File: config.mk
export PLATFORM = sky130hd
export DESIGN_NAME = pau_scheduler_flat
export DESIGN_NICKNAME = d
export VERILOG_FILES = /design/src/rtl/pau_pkg.sv /design/src/rtl/pau_scheduler_if.sv /design/src/rtl/pau_rr_arb.sv /design/src/rtl/pau_scheduler.sv /design/src/flat_wrapper.sv
export SDC_FILE = /design/constraint.sdc
export NUM_CORES = 1
export LEC_CHECK = 0
export CORE_MARGIN = 2
export CORE_UTILIZATION = 36
export DETAILED_ROUTE_END_ITERATION = 12
export PLACE_DENSITY = 0.77
export SLEW_MARGIN = 10
export SYNTH_ARGS = -nofsm -noshare
export SYNTH_HDL_FRONTEND = slang
export SYNTH_HIERARCHICAL = 1
export SYNTH_SLANG_ARGS = --single-unit
File: constraint.sdc
create_clock -name clk -period 1.74 [get_ports clk]
set_clock_uncertainty 0.15 [all_clocks]
set_input_delay 0.348 -clock clk [delete_from_list [all_inputs] [get_ports clk]]
set_output_delay 0.348 -clock clk [all_outputs]
set_load 0.02 [all_outputs]
File: src/rtl/pau_pkg.sv
// Shared types and constants for the posit adder scheduler.
// Holds the FSM states, response flag bit positions and the NaR code.
package pau_pkg;

    typedef enum logic [1:0] {
        IDLE,
        START,
        BUSY,
        RESP
    } state_t;

    localparam int FLAG_ZERO    = 0;
    localparam int FLAG_INF     = 1;
    localparam int FLAG_TIMEOUT = 2;

    localparam logic [15:0] NAR = 16'h8000;

endpackage

File: src/rtl/pau_scheduler_if.sv
// Requester, response and adder-side signals of the scheduler.
// slave is the scheduler view, master is the environment view.
interface pau_scheduler_if;

    logic [1:0]       req_valid;
    logic [1:0]       req_ready;
    logic [1:0][15:0] req_a;
    logic [1:0][15:0] req_b;
    logic [1:0]       rsp_valid;
    logic [1:0]       rsp_ready;
    logic [15:0]      rsp_data;
    logic [2:0]       rsp_flags;
    logic             pau_start;
    logic [15:0]      pau_in1;
    logic [15:0]      pau_in2;
    logic             pau_done;
    logic [15:0]      pau_out;
    logic             pau_inf;
    logic             pau_zero;

    modport slave (
        input  req_valid, req_a, req_b, rsp_ready,
        input  pau_done, pau_out, pau_inf, pau_zero,
        output req_ready, rsp_valid, rsp_data, rsp_flags,
        output pau_start, pau_in1, pau_in2
    );

    modport master (
        output req_valid, req_a, req_b, rsp_ready,
        output pau_done, pau_out, pau_inf, pau_zero,
        input  req_ready, rsp_valid, rsp_data, rsp_flags,
        input  pau_start, pau_in1, pau_in2
    );

endinterface

File: src/rtl/pau_rr_arb.sv
// Two-way round-robin arbiter producing a one-hot grant.
// On contention the requester other than last_grant wins.
module pau_rr_arb (
    input  logic [1:0] valid,
    input  logic       last_grant,
    output logic [1:0] grant
);

    // pick the winner from the request pattern and the last owner
    always_comb begin
        grant = 2'b00;
        unique case (1'b1)
            (valid == 2'b11): grant = last_grant ? 2'b01 : 2'b10;
            (valid == 2'b01): grant = 2'b01;
            (valid == 2'b10): grant = 2'b10;
            default:          grant = 2'b00;
        endcase
    end

endmodule

File: src/rtl/pau_scheduler.sv
// Shares one posit adder between two requesters, one op at a time.
// A stalled adder is cut off after TIMEOUT_CYCLES and answered with NaR.
module pau_scheduler #(
    parameter int TIMEOUT_CYCLES = 64
) (
    input  logic           clk,
    input  logic           rst,
    pau_scheduler_if.slave bus
);
    import pau_pkg::*;

    localparam logic [9:0] CNT_LAST = 10'(TIMEOUT_CYCLES - 1);

    state_t      state_q;
    state_t      state_d;
    logic        last_grant_q;
    logic        owner_q;
    logic [1:0]  grant;
    logic [1:0]  ready;
    logic [9:0]  cnt_q;
    logic [15:0] in1_q;
    logic [15:0] in2_q;
    logic [15:0] data_q;
    logic [2:0]  flags_q;
    logic        accept;
    logic        done_hit;
    logic        tmo_hit;
    logic        rsp_hs;

    pau_rr_arb u_arb (
        .valid      (bus.req_valid),
        .last_grant (last_grant_q),
        .grant      (grant)
    );

    assign ready = (state_q == IDLE && !rst) ? grant : 2'b00;

    assign bus.req_ready = ready;
    assign bus.rsp_valid = (state_q == RESP) ? (2'b01 << owner_q) : 2'b00;
    assign bus.rsp_data  = data_q;
    assign bus.rsp_flags = flags_q;
    assign bus.pau_start = (state_q == START);
    assign bus.pau_in1   = in1_q;
    assign bus.pau_in2   = in2_q;

    // state register
    always_ff @(posedge clk) begin
        if (rst) state_q <= IDLE;
        else     state_q <= state_d;
    end

    // next state and the per-cycle events that drive the datapath
    always_comb begin
        state_d  = state_q;
        accept   = 1'b0;
        done_hit = 1'b0;
        tmo_hit  = 1'b0;
        rsp_hs   = 1'b0;
        unique case (state_q)
            IDLE: begin
                if (|(bus.req_valid & ready)) begin
                    accept  = 1'b1;
                    state_d = START;
                end
            end
            START: state_d = BUSY;
            BUSY: begin
                if (bus.pau_done) begin
                    done_hit = 1'b1;
                    state_d  = RESP;
                end else if (cnt_q == CNT_LAST) begin
                    tmo_hit = 1'b1;
                    state_d = RESP;
                end
            end
            RESP: begin
                if (bus.rsp_ready[owner_q]) begin
                    rsp_hs  = 1'b1;
                    state_d = IDLE;
                end
            end
            default: state_d = IDLE;
        endcase
    end

    // operand latch, busy counter, result capture and grant history
    always_ff @(posedge clk) begin
        if (rst) begin
            last_grant_q <= 1'b1;
            owner_q      <= 1'b0;
            cnt_q        <= '0;
            in1_q        <= '0;
            in2_q        <= '0;
            data_q       <= '0;
            flags_q      <= '0;
        end else begin
            cnt_q <= (state_q == BUSY) ? cnt_q + 10'd1 : '0;
            if (accept) begin
                owner_q <= grant[1];
                in1_q   <= bus.req_a[grant[1]];
                in2_q   <= bus.req_b[grant[1]];
            end
            if (done_hit) begin
                data_q             <= bus.pau_out;
                flags_q            <= '0;
                flags_q[FLAG_INF]  <= bus.pau_inf;
                flags_q[FLAG_ZERO] <= bus.pau_zero;
            end
            if (tmo_hit) begin
                data_q                <= NAR;
                flags_q               <= '0;
                flags_q[FLAG_TIMEOUT] <= 1'b1;
            end
            if (rsp_hs) last_grant_q <= owner_q;
        end
    end

endmodule

File: src/flat_wrapper.sv
// flat-port wrapper written by rule: the top's interface ports become plain ports
module pau_scheduler_flat import pau_pkg::*;
#(
    parameter int TIMEOUT_CYCLES = 64
)
  (clk, rst, bus_req_valid, bus_req_a, bus_req_b, bus_rsp_ready, bus_pau_done, bus_pau_out, bus_pau_inf, bus_pau_zero, bus_req_ready, bus_rsp_valid, bus_rsp_data, bus_rsp_flags, bus_pau_start, bus_pau_in1, bus_pau_in2);
  pau_scheduler_if bus_i ();
  input  logic clk;
  input  logic rst;
  input wire logic [$bits(bus_i.req_valid)-1:0] bus_req_valid;
  input wire logic [$bits(bus_i.req_a)-1:0] bus_req_a;
  input wire logic [$bits(bus_i.req_b)-1:0] bus_req_b;
  input wire logic [$bits(bus_i.rsp_ready)-1:0] bus_rsp_ready;
  input wire logic [$bits(bus_i.pau_done)-1:0] bus_pau_done;
  input wire logic [$bits(bus_i.pau_out)-1:0] bus_pau_out;
  input wire logic [$bits(bus_i.pau_inf)-1:0] bus_pau_inf;
  input wire logic [$bits(bus_i.pau_zero)-1:0] bus_pau_zero;
  output wire logic [$bits(bus_i.req_ready)-1:0] bus_req_ready;
  output wire logic [$bits(bus_i.rsp_valid)-1:0] bus_rsp_valid;
  output wire logic [$bits(bus_i.rsp_data)-1:0] bus_rsp_data;
  output wire logic [$bits(bus_i.rsp_flags)-1:0] bus_rsp_flags;
  output wire logic [$bits(bus_i.pau_start)-1:0] bus_pau_start;
  output wire logic [$bits(bus_i.pau_in1)-1:0] bus_pau_in1;
  output wire logic [$bits(bus_i.pau_in2)-1:0] bus_pau_in2;
  assign bus_i.req_valid = bus_req_valid;
  assign bus_i.req_a = bus_req_a;
  assign bus_i.req_b = bus_req_b;
  assign bus_i.rsp_ready = bus_rsp_ready;
  assign bus_i.pau_done = bus_pau_done;
  assign bus_i.pau_out = bus_pau_out;
  assign bus_i.pau_inf = bus_pau_inf;
  assign bus_i.pau_zero = bus_pau_zero;
  assign bus_req_ready = bus_i.req_ready;
  assign bus_rsp_valid = bus_i.rsp_valid;
  assign bus_rsp_data = bus_i.rsp_data;
  assign bus_rsp_flags = bus_i.rsp_flags;
  assign bus_pau_start = bus_i.pau_start;
  assign bus_pau_in1 = bus_i.pau_in1;
  assign bus_pau_in2 = bus_i.pau_in2;
  pau_scheduler #(.TIMEOUT_CYCLES(TIMEOUT_CYCLES)) u_core (.clk(clk), .rst(rst), .bus(bus_i));
endmodule
# Word-level counts from Yosys, hierarchy flattened
# Index checks and enable logic that the tools add are counted.
[word_totals]
reg_bits = 65
latchBits = 0
ram_bits = 0
mem_bits_ro = 0
inputBits = 89
out_inout_bits = 56
wordCells = 62
n_memories = 0
[classes]
add_sub_neg = 1
n_mul = 0
div_mod_pow = 0
order_cmp = 2
eq_ne = 10
shifts = 1
mux = 28
bitwise_logic = 2
n_reduce_logical = 8
[ops]
columns = ["cell", "count"]
rows = [
  ["2-to-1 mux 16 bit", 6],
  ["2-to-1 mux 2 bit", 7],
  ["2-to-1 mux 1 bit", 11],
  ["adder 10 x 1 -> 10 bit, second input constant", 1],
  ["== test 10 x 6 -> 1 bit, second input constant", 1],
  ["== test 2 bit, second input constant", 4],
  ["case mux 2 bit (4 select lines)", 1],
  ["2-to-1 mux 3 bit", 2],
  ["case mux 2 bit (3 select lines)", 1],
  ["OR reduction 2 bit", 3],
  ["== test 2 x 1 -> 1 bit, second input constant", 2],
  ["< comparator 1 x 2 -> 1 bit, second input constant", 2],
  ["!= test 2 bit, second input constant", 2],
  ["!= test 3 x 2 -> 1 bit, second input constant", 1],
  ["AND reduction 3 bit", 1],
  ["bitwise AND 2 bit", 1],
  ["logical NOT 2 bit", 1],
  ["nonzero test 2 bit", 1],
  ["left shift 1 x 1 -> 2 bit, first input constant", 1],
  ["logical AND 1 bit", 1],
  ["logical NOT 1 bit", 1],
  ["NOT 1 bit", 1],
]

# Longest topological paths before layout
# Gate-level depths: netlist of the first run.
[depth]
depth_word = 7
ltp_mapped = 8
depth_no_buf = 6

# Modules after synthesis
# Netlist of the first run, hierarchy kept.
[by_module_without_submodules]
columns = ["mod", "instances", "cells_each", "area_per_inst_um2", "seq_area_each_um2"]
rows = [
  ["pau_scheduler", 1, 308, 2812.7, 1301.2],
  ["pau_rr_arb", 1, 3, 18.8, 0.0],
]

# Worst setup path before layout of the first run
# OpenSTA, ideal clock, no wires.
[synth_timing]
kind = "input -> output"
start = "in bus_req_valid[1]"
end = "out bus_req_ready[1]"
arrival_time_ps = 1413
t_required_ps = 1242
setup_slack_ps = -171
stages = 4
n_path_buf = 2
cell_sequence = "a21boi_0 -> buf_2 -> buf_1 -> and2_1"
[synth_between]
elab_chain_cells = 3
word_cells_on_any_way = 5
classes_between = "3 x eq/ne; 2 x mux"
[synth_rtl]
columns = ["element", "line_no", "rtl"]
rows = [
  ["start, declared", "flat_wrapper.sv:10", "input wire logic [$bits(bus_i.req_valid)-1:0] bus_req_valid;"],
  ["== test 2 bit (tied with other cells)", "pau_rr_arb.sv:15", "(valid == 2'b10): grant = 2'b10;"],
  ["case mux 2 bit (3 select lines) (*)", "pau_rr_arb.sv:12", "unique case (1'b1)"],
  ["2-to-1 mux 2 bit (*)", "pau_scheduler.sv:36", "assign ready = (state_q == IDLE && !rst) ? grant : 2'b00;"],
  ["end, declared", "flat_wrapper.sv:18", "output wire logic [$bits(bus_i.req_ready)-1:0] bus_req_ready;"],
]
# Every way passes the cells marked *; elsewhere a longest branch is shown, timed or not.

# Final worst setup path of the first run
[layout_timing]
start = "reg u_core.last_grant_q"
end = "out bus_req_ready[1]"
[layout_between]
elab_chain_cells = 3
[layout_rtl]
columns = ["element", "line_no", "rtl"]
rows = [
  ["start, declared", "pau_scheduler.sv:16", "logic last_grant_q;"],
  ["start signal, assigned", "pau_scheduler.sv:114", "if (rsp_hs) last_grant_q <= owner_q;"],
  ["2-to-1 mux 2 bit", "pau_rr_arb.sv:13", "(valid == 2'b11): grant = last_grant ? 2'b01 : 2'b10;"],
  ["case mux 2 bit (3 select lines)", "pau_rr_arb.sv:12", ""],
  ["named net u_core.grant[1]", "pau_scheduler.sv:18", "logic [1:0] grant;"],
  ["2-to-1 mux 2 bit", "pau_scheduler.sv:36", ""],
]
# The timed path passes the listed nets, and every way through them passes these cells.

==> reports/qor.yml, run 1 <==
timing:
  max_slew_margin_pct: 78.9
  holdWs_ns: 0.295
  period_minus_slack_ns: 1.87
  max_clock_freq_mhz: 536
  final.setup.worst_slack_ns: -0.125
  tightest_slew_ns: 0.316
  setup_viol: 47
  fin_crit_sh_pct: 107
  hold_viol: 0
  tns_ns: -2.36
  drv_slew: 0
  rsz0062_at_grt: "yes"
power:
  swShare_pct: 34.1
  leakagePower_nw: 2.23
  switching_power_mw: 1.99
  vdd_drop_max_uv: 646
  power.total_mw: 5.84
  p_int_mw: 3.85
  power_frac_seq_pct: 32.1
  power_density_nw_per_um2: 1070
  clockPowerShare_pct: 24.9
  p_comb_share_pct: 43.0
global_routing:
  grt_max_degree: 39
  grt_pass1_wl_um: 13700
  gr-total-overflow: 0
  antenna_found_initial: 0
  grtUsageTotal_pct: 20.0
  grt_pass1_vias: 2923
final_layout:
  fin_area_um2: 5470
  antennaDiodeCount: 0
  layout_common_cells: "clkdlybuf4s50_1 (85), dfxtp_1 (60), dlygate4sd2_1 (53)"
  layout-area-overhead-vs-synth_pct: 93.0
  fin_nets: 587
  layout_commonest_cell: "clkdlybuf4s50_1"
  final_core_util_pct: 71.1
  drive_gt1_share_pct: 31.0
  fillers: 548
synthesis:
  netlist_top_cells_area: "dfxtp_1 (46%), mux2i_1 (12%), a211oi_1 (8.7%)"
  syn_area_per_cell_um2: 9.10
  ys_ff_latch: 65
  ys_async_sr_fraction_pct: 0
  synth_top_area_cell: "dfxtp_1"
  synth_cell_types: 32
  synth_cells: 311
  synthFlopType: "dfxtp_1"
  yosysWarningCount: 6
  synth_top_area_share_pct: 46.0
  synth_area_um2: 2830
  yosysSeqAreaShare_pct: 46.0
  synth_edf_count: 0
  syn-num-nets: 406
worst_setup_path:
  crit_slowest_cell: "dfxtp_4"
  slowest_delay_ns: 0.36
  crit_path_frequent_cell: "buf_6"
  critPathKind: "reg -> out"
  crit_path_end_kind: "output pin"
  start_kind: "flop"
  critical_path.startpoint: "u_core/last_grant_q"
  path_cells: "buf_6 -> a21boi_4 -> buf_4 -> and2_1 -> buf_6"
  crit_required_ns: 1.24
  cp_num_buf_inv: 3
  cp_max_fo: 4
  worst-endpoint-arrival_ns: 1.37
  r2r_start: "u_core/last_grant_q"
  rrSetupSlack_ns: -0.10
  rr_worst_depth: 10
  path_delay_family: "buffers and inverters"
  reg2reg_to: "u_core/bus.pau_in2[0]"
  path_depth: 5
clock_network:
  cts_tree: "yes"
  clockBufferDepth: 2
  cts_hold_buf: 0
  worstSkewPairLatency_ns: 0.34
  cts.sinks: 65
  numCtsBuffers: 9
  clkTransAtPathRegs_ns: 0.07
  cts_htree_levels: 3
  root_buffer: "clkbuf_8"
run_status:
  violations: "setup timing"
  status: "finished, violations left"
floorplanning:
  die_h_um: 92.7
  die_width_um: 92.7
  rows: 32
  ioPinCount: 145
  start_util_pct: 36.8
  die_area_um2: 8590
  core_um2: 7690
placed_design:
  place_area_um2: 4540
  routabilityCongestion: 0.764
  io_buffers: 144
  place_hpwl_um: 5760
worst_hold_path:
  hold_depth: 2
  min-delay-start: "u_core/bus.rsp_data[15]"
  hp-class: "reg -> reg"
  hold_end: "u_core/bus.rsp_data[15]"
routing:
  wl_um: 9460
  drt-initial-drc-count: 100
  wl_per_cell_um: 15.8
  ant_nets: 0
  vias: 2955
  drc: 0
  drt_pass1_iterations: 4
  vias_per_cell: 4.93
flow_run:
  maxCapViolations: 0
-- stage by stage --
stage	worst slack (ns)	std cells
floorplan	0.00596	311
global placement	-0.583	560
detailed placement	-0.588	560
CTS	-0.0982	594
global route	-0.186	599
finish	-0.125	599
-- cell usage after synthesis, types with 2 or more instances --
| master | number |
|---|---|
| nor2b_1 | 3 |
| a21oi_1 | 13 |
| a21oi_2 | 10 |
| nand3_1 | 3 |
| nand2_1 | 45 |
| o21ai_0 | 6 |
| clkbuf_1 | 7 |
| and2_1 | 3 |
| a211oi_1 | 33 |
| inv_1 | 7 |
| xnor2_1 | 4 |
| buf_2 | 7 |
| xor2_1 | 2 |
| dfxtp_1 | 65 |
| ha_1 | 6 |
| mux2i_1 | 35 |
| buf_1 | 4 |
| nor3_1 | 3 |
| or3_1 | 2 |
| nor2_1 | 41 |
-- tightest hold or removal path, cell delays in order (launching register included) --
cell and delay (ns):
dfxtp_1 0.31, inv_1 0.04, a21oi_1 0.05
-- routing by layer --
metal	wire length [µm]	track usage, %	vias to the layer above	share of wire [%]
met5	0	0	-	0
met4	192	7.23	0	2.0
met3	640	6.35	16	6.8
met2	4860	35.9	108	51
met1	3760	22.2	1387	40
li1	-	-	1444	-
-- registers in the layout (all words and copies together) (netlist names) --
register              count
u_core/bus.rsp_data      16
u_core/owner_q            1
u_core/state_q            2
u_core/cnt_q             10
u_core/last_grant_q       1
u_core/bus.pau_in1       16
u_core/bus.pau_in2       16
u_core/bus.rsp_flags      3
-- worst max path at each step --
stage | to
final | bus_req_ready[1]
after global routing | u_core/bus.pau_in2[0]
after CTS | bus_req_ready[0]
after detailed placement | bus_req_ready[0]
after global placement | bus_req_ready[0]
after floorplan | u_core/bus.pau_in1[10]
-- cells by family after synthesis --
group	Yosys count	share of synthesized area (%)
fa+ha+maj	6	2.65
mux	35	12.4
flops	65	46.0
compound gates	67	16.6
buf+inv	27	4.55
simple gates	105	16.0
xor+xnor	6	1.86
-- timing repair --
action	in CTS	in global routing
buffers inserted	11	2
gates cloned	7	5
gates resized for setup	130	66
pin swaps	29	20
endpoints found under the setup margin	93	66
-- final cells by class --
type                    instances  area [µm²]  area share (%)
clock inverters                 6        91.3            1.67
clock buffers                  10         138            2.52
flip-flops and latches         65        1310            24.0
multi-input cells             219        1720            31.5
well taps                     102         128            2.34
inverters                       7        26.3           0.481
repair buffers                190        2050            37.5
-- power by group through the flow --
stage	clock network, mW	logic (mW)	registers [mW]
6_report	1.46	2.51	1.87
5_1_grt	1.56	2.67	1.90
4_1_cts	1.48	2.19	1.84
3_5_place_dp	0	1.93	1.87
3_3_place_gp	0	1.89	1.85
2_1_floorplan	0	0.757	2.08
No activity file was read; power rests on OpenSTA's default activity.
==> run 2, diff against run 1 <==
--- a/config.mk
+++ b/config.mk
@@ -6,11 +6,11 @@
 export NUM_CORES = 1
 export LEC_CHECK = 0
 export CORE_MARGIN = 2
-export CORE_UTILIZATION = 36
+export CORE_UTILIZATION = 35
 export DETAILED_ROUTE_END_ITERATION = 12
-export PLACE_DENSITY = 0.77
+export GPL_ROUTABILITY_DRIVEN = 0
+export PLACE_DENSITY = 0.76
 export SLEW_MARGIN = 10
 export SYNTH_ARGS = -nofsm -noshare
 export SYNTH_HDL_FRONTEND = slang
-export SYNTH_HIERARCHICAL = 1
 export SYNTH_SLANG_ARGS = --single-unit
==> run 2 against run 1 <==
Largest power group unchanged. The flow still finishes with violations (setup timing). Cell count is 1.8% lower. Critical path type unchanged. Critical path depth is 1 higher. Critical endpoint unchanged. Core utilization is 6.5 points lower. Combinational power is 2% lower. First-iteration DRC count is 39% lower.
==> reports/qor.yml, run 2 <==
timing:
  fin_crit_sh_pct: 109  # +1.8 points
  tightest_slew_ns: 0.378  # +0.0625 ns
  max_slew_margin_pct: 74.7  # -4.2 points
  hold_viol: 0  # unchanged
  tns_ns: -0.602  # +1.75 ns
  rsz0062_at_grt: "yes"
  max_clock_freq_mhz: 527  # -1.6%
  period_minus_slack_ns: 1.90  # +0.0312 ns
  final.setup.worst_slack_ns: -0.156  # -0.0312 ns
  setup_viol: 5  # -89%
  drv_slew: 0  # unchanged
power:
  power_density_nw_per_um2: 1260  # +18%
  power.total_mw: 5.94  # +1.8%
  leakagePower_nw: 1.99  # -11%
  vdd_drop_max_uv: 515  # -20%
clock_network:
  worstSkewPairLatency_ns: 0.34  # about the same
  numCtsBuffers: 9  # unchanged
  cts.sinks: 65  # unchanged
  root_buffer: "clkbuf_8"
  clkTransAtPathRegs_ns: 0.07  # about the same
  cts_htree_levels: 3  # unchanged
  clockBufferDepth: 2  # unchanged
  cts_hold_buf: 0  # unchanged
  cts_tree: "yes"
synthesis:
  synth_cells: 311  # unchanged
  synth_cell_types: 34  # +6.3%
  ys_ff_latch: 65  # unchanged
  synth_area_um2: 2670  # -5.6%
  yosysMostFrequentCell: "dfxtp_1"
  synth_edf_count: 0  # unchanged
  yosys-top-cells-count: "dfxtp_1 (65), a21oi_1 (54), nand2_1 (41)"
  syn-num-nets: 406  # unchanged
  syn_area_per_cell_um2: 8.59  # -5.6%
  ys_async_sr_fraction_pct: 0  # unchanged
  yosysSeqAreaShare_pct: 48.7  # +2.7 points
  synth_top_area_cell: "dfxtp_1"
  synthFlopType: "dfxtp_1"
  yosysWarningCount: 0  # -6
  synth_top_area_share_pct: 48.7  # +2.7 points
  netlist_top_cells_area: "dfxtp_1 (49%), a21oi_1 (10%), nand2b_1 (8.7%)"
placed_design:
  place_ws_ns: -0.589  # -0.000933 ns
  place_hpwl_um: 5830  # +1.2%
  placedCellCount: 567  # +1.3%
  io_buffers: 144  # unchanged
  place_area_um2: 4450  # -2.0%
global_routing:
  antenna_found_initial: 0  # unchanged
  grt_pass1_vias: 2771  # -5.2%
  gr-total-overflow: 0  # unchanged
  grtUsageTotal_pct: 19.2  # -0.79 points
  grt_pass1_wl_um: 12800  # -6.6%
  grt_max_degree: 43  # +10%
final_layout:
  layout_commonest_cell: "clkdlybuf4s50_1"
  drive_gt1_share_pct: 15.7  # -15 points
  fin_area_um2: 4730  # -13%
  antennaDiodeCount: 0  # unchanged
  layout-area-overhead-vs-synth_pct: 77.2
  stdcell_count: 588  # -1.8%
  fin_nets: 580  # -1.2%
  layout_common_cells: "clkdlybuf4s50_1 (87), dfxtp_1 (60), a21oi_1 (54)"
routing:
  drt-initial-drc-count: 61  # -39%
  vias: 2775  # -6.1%
  ant_nets: 0  # unchanged
  wl_per_cell_um: 13.8  # -12%
  drc: 0  # unchanged
  vias_per_cell: 4.72  # -4.3%
  wl_um: 8120  # -14%
  drt_pass1_iterations: 5  # +1
worst_setup_path:
  start_kind: "flop"
  crit_required_ns: 1.24  # about the same
  critPathKind: "reg -> out"
  worst-endpoint-arrival_ns: 1.40  # +0.03 ns
  cp_max_fo: 4  # unchanged
  crit_path_end_kind: "output pin"
floorplanning:
  die_h_um: 91.4  # -1.4%
  core_um2: 7330  # -4.6%
  start_util_pct: 36.5  # -0.38 points
  die_width_um: 91.4  # -1.4%
  die_area_um2: 8350  # -2.8%
  rows: 31  # -3.1%
  ioPinCount: 145  # unchanged
flow_run:
  maxCapViolations: 0  # unchanged
worst_hold_path:
  hp-class: "in -> reg"
run_status:
  status: "finished, violations left"
  violations: "setup timing"
[run 2: worst max-delay path, cell delays in order (launching register included)]
cell	delay, ns
dfxtp_1	0.34
inv_2	0.06
ha_4	0.15
nor2b_4	0.12
o211ai_1	0.19
inv_2	0.06
buf_6	0.14
[run 2: layout make-up]
type                    instances  area (µm²)
repair buffers                182        1710
fillers                       627        2600
flip-flops and latches         65        1310
clock buffers                  12         145
well taps                      99         124
multi-input cells             219        1350
clock inverters                 3        65.1
inverters                       8        30.0
[run 2: worst paths after layout]
path | start | to | slack (ns) | depth (start not counted)
min | bus_req_valid[0] | u_core.owner_q | 0.26 | 4
max | u_core.state_q[1] | bus_req_ready[1] | -0.16 | 6
min reg2reg | u_core.bus.rsp_data[12] | u_core.bus.rsp_data[12] | 0.30 | 2
max reg2reg | u_core.cnt_q[9] | u_core.state_q[1] | -0.14 | 5
[run 2: through the flow]
step           hold slack [ns]  util (%)
2_1_floorplan            0.282         -
3_3_place_gp             0.291      60.7
3_5_place_dp             0.296      60.7
4_1_cts                  0.303      63.4
5_1_grt                  0.279      64.6
6_report                 0.258      64.6
[run 2: per-layer routing]
layer	wire [µm]	vias up	share of wire (%)	track usage [%]
li1	-	1424	-	-
met5	0	-	0	0
met1	3440	1243	42	21.4
met4	174	0	2.1	7.07
met2	4000	93	49	33.6
met3	507	15	6.2	6.72
[run 2: where the power goes]
group / internal [mW] / switching [mW] / leakage (nW) / total (mW)
Combinational: 1.14 / 1.32 / 1.35 / 2.46
Clock: 0.837 / 0.547 / 0.106 / 1.38
Sequential: 1.91 / 0.189 / 0.538 / 2.09
[run 2: cells by family (layout without fill, tap and decap cells)]
family	count (synthesis)	count (layout)	synth area share [%]
compound gates	97	97	20.3
xor+xnor	6	6	1.97
buf+inv	27	205	3.84
mux	4	4	1.50
flops	65	65	48.7
simple gates	106	106	20.9
fa+ha+maj	6	6	2.81
[run 2: what timing repair did]
item                                    in CTS  in global routing
buffers inserted                             1                  3
endpoints found under the setup margin      86                 39
cloned                                       0                  2
pin swaps                                    4                  3
resized for setup                           89                 14
